===== config.mk =====
export PLATFORM = sky130hd
export DESIGN_NAME = cpu
export DESIGN_NICKNAME = d
export VERILOG_FILES = /design/src/rtl/cpu.sv
export SDC_FILE = /design/constraint.sdc
export NUM_CORES = 1
export LEC_CHECK = 0
export CAP_MARGIN = 15
export CORE_ASPECT_RATIO = 1.4
export CORE_MARGIN = 8
export CORE_UTILIZATION = 29
export CTS_CLUSTER_DIAMETER = 60
export DETAILED_ROUTE_END_ITERATION = 6
export HOLD_SLACK_MARGIN = 0.05
export PLACE_DENSITY_LB_ADDON = 0.05
export RECOVER_POWER = 25
export SETUP_SLACK_MARGIN = 0.05
export SLEW_MARGIN = 20
export SYNTH_ARGS = -nofsm -noshare
export SYNTH_HDL_FRONTEND = slang
export SYNTH_SLANG_ARGS = --single-unit

===== constraint.sdc =====
create_clock -name clk_ph1 -period 3.67 [get_ports clk_ph1]
set_clock_uncertainty 0.15 [all_clocks]
set_input_delay 0.734 -clock clk_ph1 [delete_from_list [all_inputs] [get_ports clk_ph1]]
set_output_delay 0.734 -clock clk_ph1 [all_outputs]
set_load 0.05 [all_outputs]

===== src/rtl/cpu.sv =====
// Minimal 6502-subset CPU core: ADC/SBC in several addressing modes plus flag,
// increment/decrement and transfer instructions, read-only memory bus.
// Optional feature macro: CPU_PAGE_PENALTY_EN. When defined, indexed modes take
// their extra cycle only on a page cross. Otherwise the extra cycle is always taken.
//
// cycle | meaning
// CYC_0 | opcode fetch at PC
// CYC_1 | first operand byte, or execute for implied/immediate
// CYC_2 | second operand / zero-page pointer read / index add
// CYC_3 | pointer byte read or effective-address read
// CYC_4 | pointer high read or page-fix / effective read
// CYC_5 | final effective read for the longest modes
module cpu #(
    parameter logic [15:0] RESET_PC = 16'h0000
) (
    input  logic        clk_ph1,
    input  logic        rst,
    input  logic [7:0]  Data_bus,
    output logic [15:0] Addr_bus,
    output logic [7:0]  IR_dbg,
    output logic [7:0]  AC_dbg,
    output logic [7:0]  X_dbg,
    output logic [7:0]  Y_dbg,
    output logic [7:0]  P_dbg,
    output logic [15:0] PC_dbg,
    output logic [2:0]  cycle_dbg
);

    typedef enum logic [2:0] {
        CYC_0 = 3'd0, CYC_1 = 3'd1, CYC_2 = 3'd2,
        CYC_3 = 3'd3, CYC_4 = 3'd4, CYC_5 = 3'd5
    } cyc_e;

    typedef enum logic [3:0] {
        M_IMP, M_IMM, M_ZP, M_ZPX, M_ABS, M_ABX, M_ABY, M_IZX, M_IZY
    } mode_e;

`ifdef CPU_PAGE_PENALTY_EN
    localparam bit PAGE_PENALTY = 1'b1;
`else
    localparam bit PAGE_PENALTY = 1'b0;
`endif

    cyc_e        cyc_q, cyc_d;
    logic [15:0] pc_q, pc_d;
    logic [7:0]  ir_q, ir_d;
    logic [7:0]  a_q, a_d, x_q, x_d, y_q, y_d, p_q, p_d;
    logic [7:0]  ptr_q, ptr_d, adl_q, adl_d, adh_q, adh_d;
    logic        cross_q, cross_d;

    mode_e       mode;
    logic [7:0]  idx;
    logic [8:0]  idx_sum;
    logic        exec;
    cyc_e        fix_cyc;
    logic [7:0]  opnd;
    logic [8:0]  sum;
    logic [7:0]  nz_val;
    logic        nz_upd;

    // Decode addressing mode from the latched opcode; unknown opcodes behave as implied NOPs.
    always_comb begin
        mode = M_IMP;
        case (ir_q)
            8'h69, 8'hE9: mode = M_IMM;
            8'h65:        mode = M_ZP;
            8'h75:        mode = M_ZPX;
            8'h6D:        mode = M_ABS;
            8'h7D:        mode = M_ABX;
            8'h79:        mode = M_ABY;
            8'h61:        mode = M_IZX;
            8'h71:        mode = M_IZY;
            default:      mode = M_IMP;
        endcase
    end

    // Cycle sequencer: bus address, operand/pointer capture and next cycle.
    always_comb begin
        cyc_d    = cyc_q;
        pc_d     = pc_q;
        ir_d     = ir_q;
        ptr_d    = ptr_q;
        adl_d    = adl_q;
        adh_d    = adh_q;
        cross_d  = cross_q;
        Addr_bus = pc_q;
        exec     = 1'b0;
        idx      = (mode == M_ABX) ? x_q : ((mode == M_ABY) ? y_q : 8'h00);
        idx_sum  = {1'b0, adl_q} + {1'b0, idx};
        fix_cyc  = (mode == M_IZY) ? CYC_4 : CYC_3;

        if (cyc_q == CYC_0) begin
            ir_d  = Data_bus;
            pc_d  = pc_q + 16'd1;
            cyc_d = CYC_1;
        end else if (cyc_q == CYC_1) begin
            case (mode)
                M_IMP: exec = 1'b1;
                M_IMM: begin
                    exec = 1'b1;
                    pc_d = pc_q + 16'd1;
                end
                default: begin
                    adl_d = Data_bus;
                    ptr_d = Data_bus;
                    pc_d  = pc_q + 16'd1;
                    cyc_d = CYC_2;
                end
            endcase
        end else begin
            case (mode)
                M_ZP: begin
                    Addr_bus = {8'h00, adl_q};
                    exec     = 1'b1;
                end
                M_ZPX: begin
                    Addr_bus = {8'h00, adl_q};
                    if (cyc_q == CYC_2) begin
                        adl_d = adl_q + x_q;
                        cyc_d = CYC_3;
                    end else begin
                        exec = 1'b1;
                    end
                end
                M_IZX: begin
                    case (cyc_q)
                        CYC_2: begin
                            Addr_bus = {8'h00, ptr_q};
                            ptr_d    = ptr_q + x_q;
                            cyc_d    = CYC_3;
                        end
                        CYC_3: begin
                            Addr_bus = {8'h00, ptr_q};
                            adl_d    = Data_bus;
                            cyc_d    = CYC_4;
                        end
                        CYC_4: begin
                            Addr_bus = {8'h00, ptr_q + 8'd1};
                            adh_d    = Data_bus;
                            cyc_d    = CYC_5;
                        end
                        default: begin
                            Addr_bus = {adh_q, adl_q};
                            exec     = 1'b1;
                        end
                    endcase
                end
                default: begin
                    // Absolute, absolute-indexed and (zp),Y share the page-fix tail.
                    if (cyc_q == CYC_2 && mode == M_IZY) begin
                        Addr_bus         = {8'h00, ptr_q};
                        {cross_d, adl_d} = {1'b0, Data_bus} + {1'b0, y_q};
                        cyc_d            = CYC_3;
                    end else if (cyc_q == CYC_3 && mode == M_IZY) begin
                        Addr_bus = {8'h00, ptr_q + 8'd1};
                        adh_d    = Data_bus;
                        cyc_d    = CYC_4;
                    end else if (cyc_q == CYC_2) begin
                        adh_d            = Data_bus;
                        pc_d             = pc_q + 16'd1;
                        {cross_d, adl_d} = idx_sum;
                        cyc_d            = CYC_3;
                    end else if (cyc_q == fix_cyc) begin
                        Addr_bus = {adh_q, adl_q};
                        if (mode == M_ABS || (PAGE_PENALTY && !cross_q)) begin
                            exec = 1'b1;
                        end else begin
                            adh_d = adh_q + {7'd0, cross_q};
                            cyc_d = cyc_e'(cyc_q + 3'd1);
                        end
                    end else begin
                        Addr_bus = {adh_q, adl_q};
                        exec     = 1'b1;
                    end
                end
            endcase
        end
        if (exec) begin
            cyc_d = CYC_0;
        end
    end

    // Execute: ALU for ADC/SBC (SBC adds the inverted operand) and implied register ops.
    always_comb begin
        a_d    = a_q;
        x_d    = x_q;
        y_d    = y_q;
        p_d    = p_q;
        opnd   = (ir_q == 8'hE9) ? ~Data_bus : Data_bus;
        sum    = {1'b0, a_q} + {1'b0, opnd} + {8'h00, p_q[0]};
        nz_val = 8'h00;
        nz_upd = 1'b0;
        if (exec) begin
            if (mode != M_IMP) begin
                a_d    = sum[7:0];
                p_d[0] = sum[8];
                p_d[6] = (a_q[7] == opnd[7]) && (sum[7] != a_q[7]);
                nz_val = sum[7:0];
                nz_upd = 1'b1;
            end else begin
                case (ir_q)
                    8'h38: p_d[0] = 1'b1;
                    8'h18: p_d[0] = 1'b0;
                    8'hE8: begin x_d = x_q + 8'd1; nz_val = x_d; nz_upd = 1'b1; end
                    8'hC8: begin y_d = y_q + 8'd1; nz_val = y_d; nz_upd = 1'b1; end
                    8'hCA: begin x_d = x_q - 8'd1; nz_val = x_d; nz_upd = 1'b1; end
                    8'h88: begin y_d = y_q - 8'd1; nz_val = y_d; nz_upd = 1'b1; end
                    8'hAA: begin x_d = a_q; nz_val = a_q; nz_upd = 1'b1; end
                    8'h8A: begin a_d = x_q; nz_val = x_q; nz_upd = 1'b1; end
                    8'hA8: begin y_d = a_q; nz_val = a_q; nz_upd = 1'b1; end
                    8'h98: begin a_d = y_q; nz_val = y_q; nz_upd = 1'b1; end
                    default: ;
                endcase
            end
            if (nz_upd) begin
                p_d[7] = nz_val[7];
                p_d[1] = (nz_val == 8'h00);
            end
        end
    end

    // Architectural and sequencing registers with synchronous reset.
    always_ff @(posedge clk_ph1) begin
        if (rst) begin
            cyc_q   <= CYC_0;
            pc_q    <= RESET_PC;
            ir_q    <= 8'h00;
            a_q     <= 8'h00;
            x_q     <= 8'h00;
            y_q     <= 8'h00;
            p_q     <= 8'h20;
            ptr_q   <= 8'h00;
            adl_q   <= 8'h00;
            adh_q   <= 8'h00;
            cross_q <= 1'b0;
        end else begin
            cyc_q   <= cyc_d;
            pc_q    <= pc_d;
            ir_q    <= ir_d;
            a_q     <= a_d;
            x_q     <= x_d;
            y_q     <= y_d;
            p_q     <= p_d;
            ptr_q   <= ptr_d;
            adl_q   <= adl_d;
            adh_q   <= adh_d;
            cross_q <= cross_d;
        end
    end

    assign IR_dbg    = ir_q;
    assign AC_dbg    = a_q;
    assign X_dbg     = x_q;
    assign Y_dbg     = y_q;
    assign P_dbg     = p_q | 8'h20;
    assign PC_dbg    = pc_q;
    assign cycle_dbg = cyc_q;

endmodule


==> run_results.csv, run 1 <==
group,metric,value,unit
die,die_h,210.1,µm
synthesis,synth_area,7806,µm²
worst_setup_path,reg2regPathDepth,15,
global_routing,gr-usage-all-layers,0.2121,
layout,multiInputGateArea,5902,µm²
clock_tree,clk_pin_slew,0.07,ns
min_path,hold_end,"p_q[1]",
synthesis,synth_warnings,0,
power_and_ir_drop,p_sw_frac,0.3219,
worst_setup_path,cp_cell_sequence,"buf_4 -> and4b_2 -> and2_4 -> nand2_2 -> buf_6 -> nor2_1 -> a211oi_1 -> a31oi_1 -> a222oi_1 -> o21ai_1 -> buf_6",
synthesis,ys.flop_type,"dfxtp_1",
synthesis,avgSynthCellArea,7.188,µm²
sta,fin_crit,3.499,ns
sta,fmax,0.2858,GHz
die,rows,71,
layout,nets,1255,
clock_tree,h-tree-depth,3,
synthesis,synth-edff-count,0,
layout,post-route-util,0.3702,
detailed_routing,viasPerCell,5.599,
placed_design,gp_congestion,0.8700,
clock_tree,clkSinkCount,80,
layout,drive_gt1_frac,0.1357,
power_and_ir_drop,p_comb_frac,0.189,
min_path,holdCritPathClass,"reg2reg",
power_and_ir_drop,p_clk_frac,0.420,
worst_setup_path,slowest_delay,0.40,ns
min_path,hold_depth,2,
clock_tree,root_buffer,"clkbuf_16",
worst_setup_path,start_kind,"flop",
synthesis,yosys.area.top_type_share,0.2052,
worst_setup_path,cp_num_buf_inv,3,
sta,hold_viol_final,0,
synthesis,synth_cell_types,81,
global_routing,grt_pass1_vias,8831,
placed_design,io_buffers,80,
detailed_routing,via_count,8522,
die,pin_count,85,
synthesis,synth_area_leader_cell,"dfxtp_1",
flow_run,maxCapViolations,0,
worst_setup_path,cpMostUsedCell,"buf_6",
detailed_routing,drt_iter0_drc,453,
layout,synthToLayoutAreaGrowth,26.38,%
sta,finalCritPeriodShare,0.9533,
die,die_w,154.7,µm
global_routing,grt_first_pass_wirelength,52.90,mm
detailed_routing,antenna_left,0,
sta,rsz0062_at_grt,"true",
clock_tree,tritoncts,"built",
sta,relSlewSlack,0.5064,
global_routing,antenna_found_initial,0,
worst_setup_path,cp-startpoint,"IR_dbg[6]",
worst_setup_path,reg2reg_from,"IR_dbg[1]",
synthesis,synth_most_common_cell,"nand2_1",
layout,seqCellArea,1617,µm²
detailed_routing,firstDrtPassIters,5,
min_path,hold_path_startpoint,"p_q[1]",
synthesis,ys_seq_area_frac,0.2052,
clock_tree,max-clock-path-buffers,2,
status,status,"finished clean",
die,design.core.area,26650,µm²
power_and_ir_drop,p_per_area,235.3,nW/µm²
layout,diodes,0,
clock_tree,cts_made_buffers,9,
die,die_area,32500,µm²
worst_setup_path,worstPathArrival,2.61,ns
worst_setup_path,crit_fanout,12,
power_and_ir_drop,p_leak,3.803,nW
worst_setup_path,crit_slowest_cell,"a222oi_1",
die,start_util,0.2929,
clock_tree,clock_latency,0.36,ns
global_routing,grt-ovfl-total,0,
synthesis,synthTopCellsByArea,"dfxtp_1, ha_1, nand2_1",
worst_setup_path,r2r-end,"adl_q[6]",
sta,maxSlewViolCount,0,
worst_setup_path,worst-setup-path-type,"reg2out",
detailed_routing,wl_per_cell,22.62,µm
global_routing,grt_max_degree,84,
synthesis,synthTopCellsByCount,"nand2_1, nor2_1, a21oi_1",
sta,tightest_slew,0.7404,ns
detailed_routing,drcViolationCount,0,
worst_setup_path,worstPathRequired,2.79,ns
worst_setup_path,cp-end-kind,"primary output",
layout,fill_cells,2881,
worst_setup_path,cpLargestDelayFamily,"compound AO/OA/AOI/OAI gates",
placed_design,dp_hpwl,27.04,mm
power_and_ir_drop,p_int,0.001574,W
power_and_ir_drop,p_seq_frac,0.391,
clock_tree,postCtsSetupBuffers,0,
worst_setup_path,r2r_slack,0.22,ns
synthesis,async_flop_share,0,
synthesis,yosys_register_bits,80,
power_and_ir_drop,irDropWorstVdd,0.2190,mV
detailed_routing,drt-total-wl,34.43,mm
power_and_ir_drop,power.switching,0.0007471,W
synthesis,syn_inst,1086,
sta,setup_viol,0,
power_and_ir_drop,total_power,0.002321,W
[placed cells by master (no fill, tap or decap), drive strengths merged, types with 5 or more instances in the layout]
master and instances:
a211oi 22, a21o 10, a21oi 89, a221oi 6, a222oi 5, a22o 11
a22oi 14, a31oi 9, and2 6, and3 15, and4 6, buf 97
clkbuf 13, clkdlybuf4s50 46, dfxtp 80, dlygate4sd3 17, fa 6, ha 50
inv 24, mux2i 28, nand2 144, nand2b 14, nand3 31, nor2 134
nor2b 11, nor3 32, nor3b 7, nor4 10, nor4b 5, o211ai 12
o21ai 77, o22ai 8, o31ai 13, or3 9, xnor2 40, xor2 24
[metrics by stage]
| stage | setup TNS (ns) | instance area, µm² | setup WS (ns) | hold slack, ns | cells |
|---|---|---|---|---|---|
| after global routing | 0 | 9866 | 0.01491 | 0.3724 | 1522 |
| after floorplan | -0.2612 | 7885 | -0.2612 | 0.3110 | 1088 |
| after detailed placement | -0.3451 | 9517 | -0.2536 | 0.3276 | 1506 |
| after CTS | 0 | 9831 | 0.06141 | 0.3568 | 1522 |
| final | 0 | 9866 | 0.1713 | 0.3476 | 1522 |
| after global placement | -0.3319 | 9517 | -0.2557 | 0.3371 | 1506 |
[flip-flops by register name, summed over array words and instances, names as in the netlist]
register,count
IR_dbg,8
PC_dbg,16
cross_q,1
cycle_dbg,3
adl_q,8
X_dbg,8
Y_dbg,8
adh_q,8
AC_dbg,8
ptr_q,8
p_q,4
[power groups by stage]
stage	Sequential, W	Combinational, W	Clock (W)
floorplan	0.000963	0.000230	0
global placement	0.000930	0.000439	0
detailed placement	0.000930	0.000439	0
CTS	0.000910	0.000443	0.00101
global route	0.000912	0.000470	0.00104
finish	0.000909	0.000438	0.000975
[layer usage]
layer | wire length [µm] | GRT usage | up-vias
met3 | 1263 | 0.03054 | 85
li1 | - | - | 4137
met5 | 0 | 0 | -
met1 | 13090 | 0.2181 | 4071
met2 | 18200 | 0.4002 | 229
met4 | 1874 | 0.1257 | 0
[logic make-up (layout without fill, tap and decap cells)]
family,after synthesis,after routing,synth area share
compound gates,316,316,0.2627
mux,28,28,0.03590
other cells,2,4,0.0009621
fa+ha+maj,56,56,0.09553
xor+xnor,64,64,0.07181
simple gates,444,444,0.2757
flops,80,80,0.2052
buf+inv,96,202,0.05225
[worst reg2reg max path, cell delays in order (launching register included)]
cell      delay, ns
dfxtp_2        0.32
nand4b_1       0.21
buf_4          0.21
nor2_1         0.13
nand3_1        0.25
buf_4          0.26
nor2_1         0.11
ha_1           0.28
a21o_1         0.20
a21oi_1        0.24
o21ai_0        0.21
xor2_1         0.18
nand2_1        0.08
o31ai_1        0.07
a222oi_1       0.31
a211oi_1       0.12
[final cells by class]
class	count	share of cell area
Sequential cell	80	0.1639
Clock buffer	10	0.02321
Inverter	23	0.008751
Tap cell	328	0.04160
Timing Repair Buffer	163	0.1574
Multi-Input combinational cell	912	0.5982
Clock inverter	6	0.006975
[worst max-delay path by stage]
stage / slack (ns) / cells past startpoint / endpoint
after floorplan: -0.26 / 15 / p_q[1]
after global placement: -0.26 / 11 / p_q[1]
after detailed placement: -0.25 / 11 / p_q[1]
after CTS: 0.06 / 10 / Addr_bus[3]
after global routing: 0.01 / 11 / Addr_bus[4]
final: 0.17 / 11 / Addr_bus[4]
[what timing repair did]
| item | CTS | global route |
|---|---|---|
| pin swaps | 1 | 8 |
| setup endpoints to repair | 4 | 18 |
| gates resized for setup | 4 | 24 |
| hold buffers | 0 | 0 |
Power figures use the tool's default switching activity.
==> run 2, diff against run 1 <==
Settings changed: CELL_PAD_IN_SITES_DETAIL_PLACEMENT set to 1, CELL_PAD_IN_SITES_GLOBAL_PLACEMENT set to 2, CTS_CLUSTER_DIAMETER 60 to 150.
==> run 2 against run 1 <==
  * Via count is 0.54% higher
  * First-iteration DRC count down 18%
  * Largest power group unchanged
  * Non-clock buffer count shrank 3
  * Highest routed layer unchanged
==> run_results.csv, run 2 (synthesized netlist as in run 1, its figures left out) <==
group,metric,value,unit
detailed_routing,dr.max_layer_used,"met4",
worst_setup_path,worstPathArrival,2.64,ns
detailed_routing,drcViolationCount,0,
worst_setup_path,r2r_slack,0.26,ns
die,die_h,210.1,µm
worst_setup_path,cpMostUsedCell,"buf_12",
sta,relSlewSlack,0.3687,
sta,fmax,0.2840,GHz
global_routing,grt_max_degree,68,
sta,rsz0062_at_grt,"true",
global_routing,antenna_found_initial,0,
detailed_routing,drt-total-wl,35.07,mm
placed_design,placed_area,9427,µm²
status,status,"finished clean",
worst_setup_path,start_kind,"flop",
die,rows,71,
detailed_routing,wl_per_cell,23.09,µm
layout,synthToLayoutAreaGrowth,26.29,%
flow_run,maxCapViolations,0,
die,pin_count,85,
placed_design,dp_hpwl,27.65,mm
sta,maxSlewViolCount,0,
worst_setup_path,cpLargestDelayFamily,"compound AO/OA/AOI/OAI gates",
min_path,holdCritPathClass,"reg2reg",
clock_tree,max-clock-path-buffers,2,
worst_setup_path,cp-end-kind,"primary output",
placed_design,io_buffers,80,
detailed_routing,antenna_left,0,
clock_tree,h-tree-depth,3,
global_routing,grt_pass1_vias,9034,
global_routing,gr-usage-all-layers,0.2159,
layout,drive_gt1_frac,0.1352,
power_and_ir_drop,p_sw_frac,0.2978,
clock_tree,clk_pin_slew,0.07,ns
detailed_routing,firstDrtPassIters,5,
sta,finalCritPeriodShare,0.9595,
worst_setup_path,worstPathRequired,2.79,ns
power_and_ir_drop,total_power,0.002550,W
layout,layout_common_cells,"nand2_1, nor2_1, a21oi_1, buf_4, dfxtp_1",
worst_setup_path,cp_num_buf_inv,3,
layout,diodes,0,
global_routing,grt_first_pass_wirelength,53.88,mm
worst_setup_path,cp_cell_sequence,"buf_12 -> nor4b_4 -> and2_4 -> nand2_4 -> buf_4 -> a21oi_1 -> o21ai_0 -> a222oi_1 -> o21ai_2 -> buf_12",
clock_tree,clkSinkCount,80,
detailed_routing,route.met3.wl,840,µm
die,die_area,32500,µm²
sta,tightest_slew,0.9383,ns
die,design.core.area,26650,µm²
detailed_routing,met1_length,14.13,mm
power_and_ir_drop,p_per_area,258.6,nW/µm²
clock_tree,holdBufCountCts,0,
die,die_w,154.7,µm
sta,setup_tns,0,ns
layout,layout_commonest_cell,"nand2_1",
power_and_ir_drop,power.switching,0.0007592,W
worst_setup_path,worst-setup-path-type,"reg2out",
power_and_ir_drop,irDropWorstVdd,0.2161,mV
sta,fin_crit,3.521,ns
sta,hold_viol_final,0,
placed_design,gp_congestion,0.8429,
detailed_routing,wl_met2,18.85,mm
detailed_routing,via_count,8568,
global_routing,grt-ovfl-total,0,
detailed_routing,viasPerCell,5.641,
clock_tree,cts_made_buffers,9,
layout,nets,1252,
worst_setup_path,slowest_delay,0.41,ns
power_and_ir_drop,p_clk_frac,0.471,
clock_tree,tritoncts,"built",
power_and_ir_drop,p_leak,3.836,nW
power_and_ir_drop,p_seq_frac,0.356,
clock_tree,clock_latency,0.37,ns
power_and_ir_drop,p_comb_frac,0.173,
clock_tree,root_buffer,"clkbuf_16",
worst_setup_path,crit_fanout,12,
sta,setup_viol,0,
layout,post-route-util,0.3699,
worst_setup_path,crit_slowest_cell,"a222oi_1",
layout,design_area,9858,µm²
power_and_ir_drop,p_int,0.001790,W
die,start_util,0.2929,
layout,largest_register_ffs,16,
detailed_routing,drt_iter0_drc,372,
==> run 2: changes by cell type in the layout (fill, tap and decap cells not counted), sizes merged <==
cell and change:
clkbuf -3, clkinvlp -1, clkdlybuf4s50 -5, dlygate4sd3 +5, inv +2, clkinv -3
buf -1, bufinv +3
==> run 2: worst paths after layout <==
path / startpoint / endpoint / depth (start not counted)
setup / recovery: IR_dbg[7] / Addr_bus[2] / 10
hold / removal: p_q[6] / p_q[6] / 2
setup reg to reg: IR_dbg[1] / p_q[1] / 12
hold reg to reg: p_q[6] / p_q[6] / 2
==> run 2: cell type report <==
type | count | area, µm²
fillers | 3271 | 16790
flip-flops and latches | 80 | 1613
well taps | 328 | 410.4
clock inverters | 7 | 148.9
clock buffers | 9 | 225.2
multi-input cells | 912 | 5918
repair buffers | 160 | 1456
inverters | 23 | 86.33
==> run 2: worst reg2reg max path: cells and delay by family (launching register included) <==
family / cells / cell delay, ns
xor+xnor: 1 / 0.17
simple gates: 5 / 1.16
compound gates: 4 / 0.82
flops: 1 / 0.32
fa+ha+maj: 2 / 0.72
==> run 2: through the flow <==
stage / hold slack (ns) / instances / setup slack, ns
2_1_floorplan: 0.3110 / 1088 / -0.2612
3_3_place_gp: 0.3433 / 1502 / -0.1297
4_1_cts: 0.3722 / 1518 / 0.02846
5_1_grt: 0.4003 / 1519 / 0.01108
6_report: 0.3605 / 1519 / 0.1487
3_5_place_dp: 0.3553 / 1502 / -0.2366
==> run 2: routing by layer <==
metal / vias to the layer above / track usage
met5: - / 0
li1: 4123 / -
met1: 4217 / 0.2307
met3: 63 / 0.02419
met2: 165 / 0.4177
met4: 0 / 0.09285
==> run 2: timing repair <==
item,CTS,global route
setup buffers,0,1
gates resized for setup,6,19
pin swaps,1,5
setup endpoints to repair,17,12
==> run 2: power groups by stage <==
stage / clock [W] / sequential, W / combinational [W]
2_1_floorplan: 0 / 0.000963 / 0.000230
3_3_place_gp: 0 / 0.000927 / 0.000442
3_5_place_dp: 0 / 0.000928 / 0.000444
4_1_cts: 0.00124 / 0.000907 / 0.000447
5_1_grt: 0.00125 / 0.000910 / 0.000473
6_report: 0.00120 / 0.000908 / 0.000441
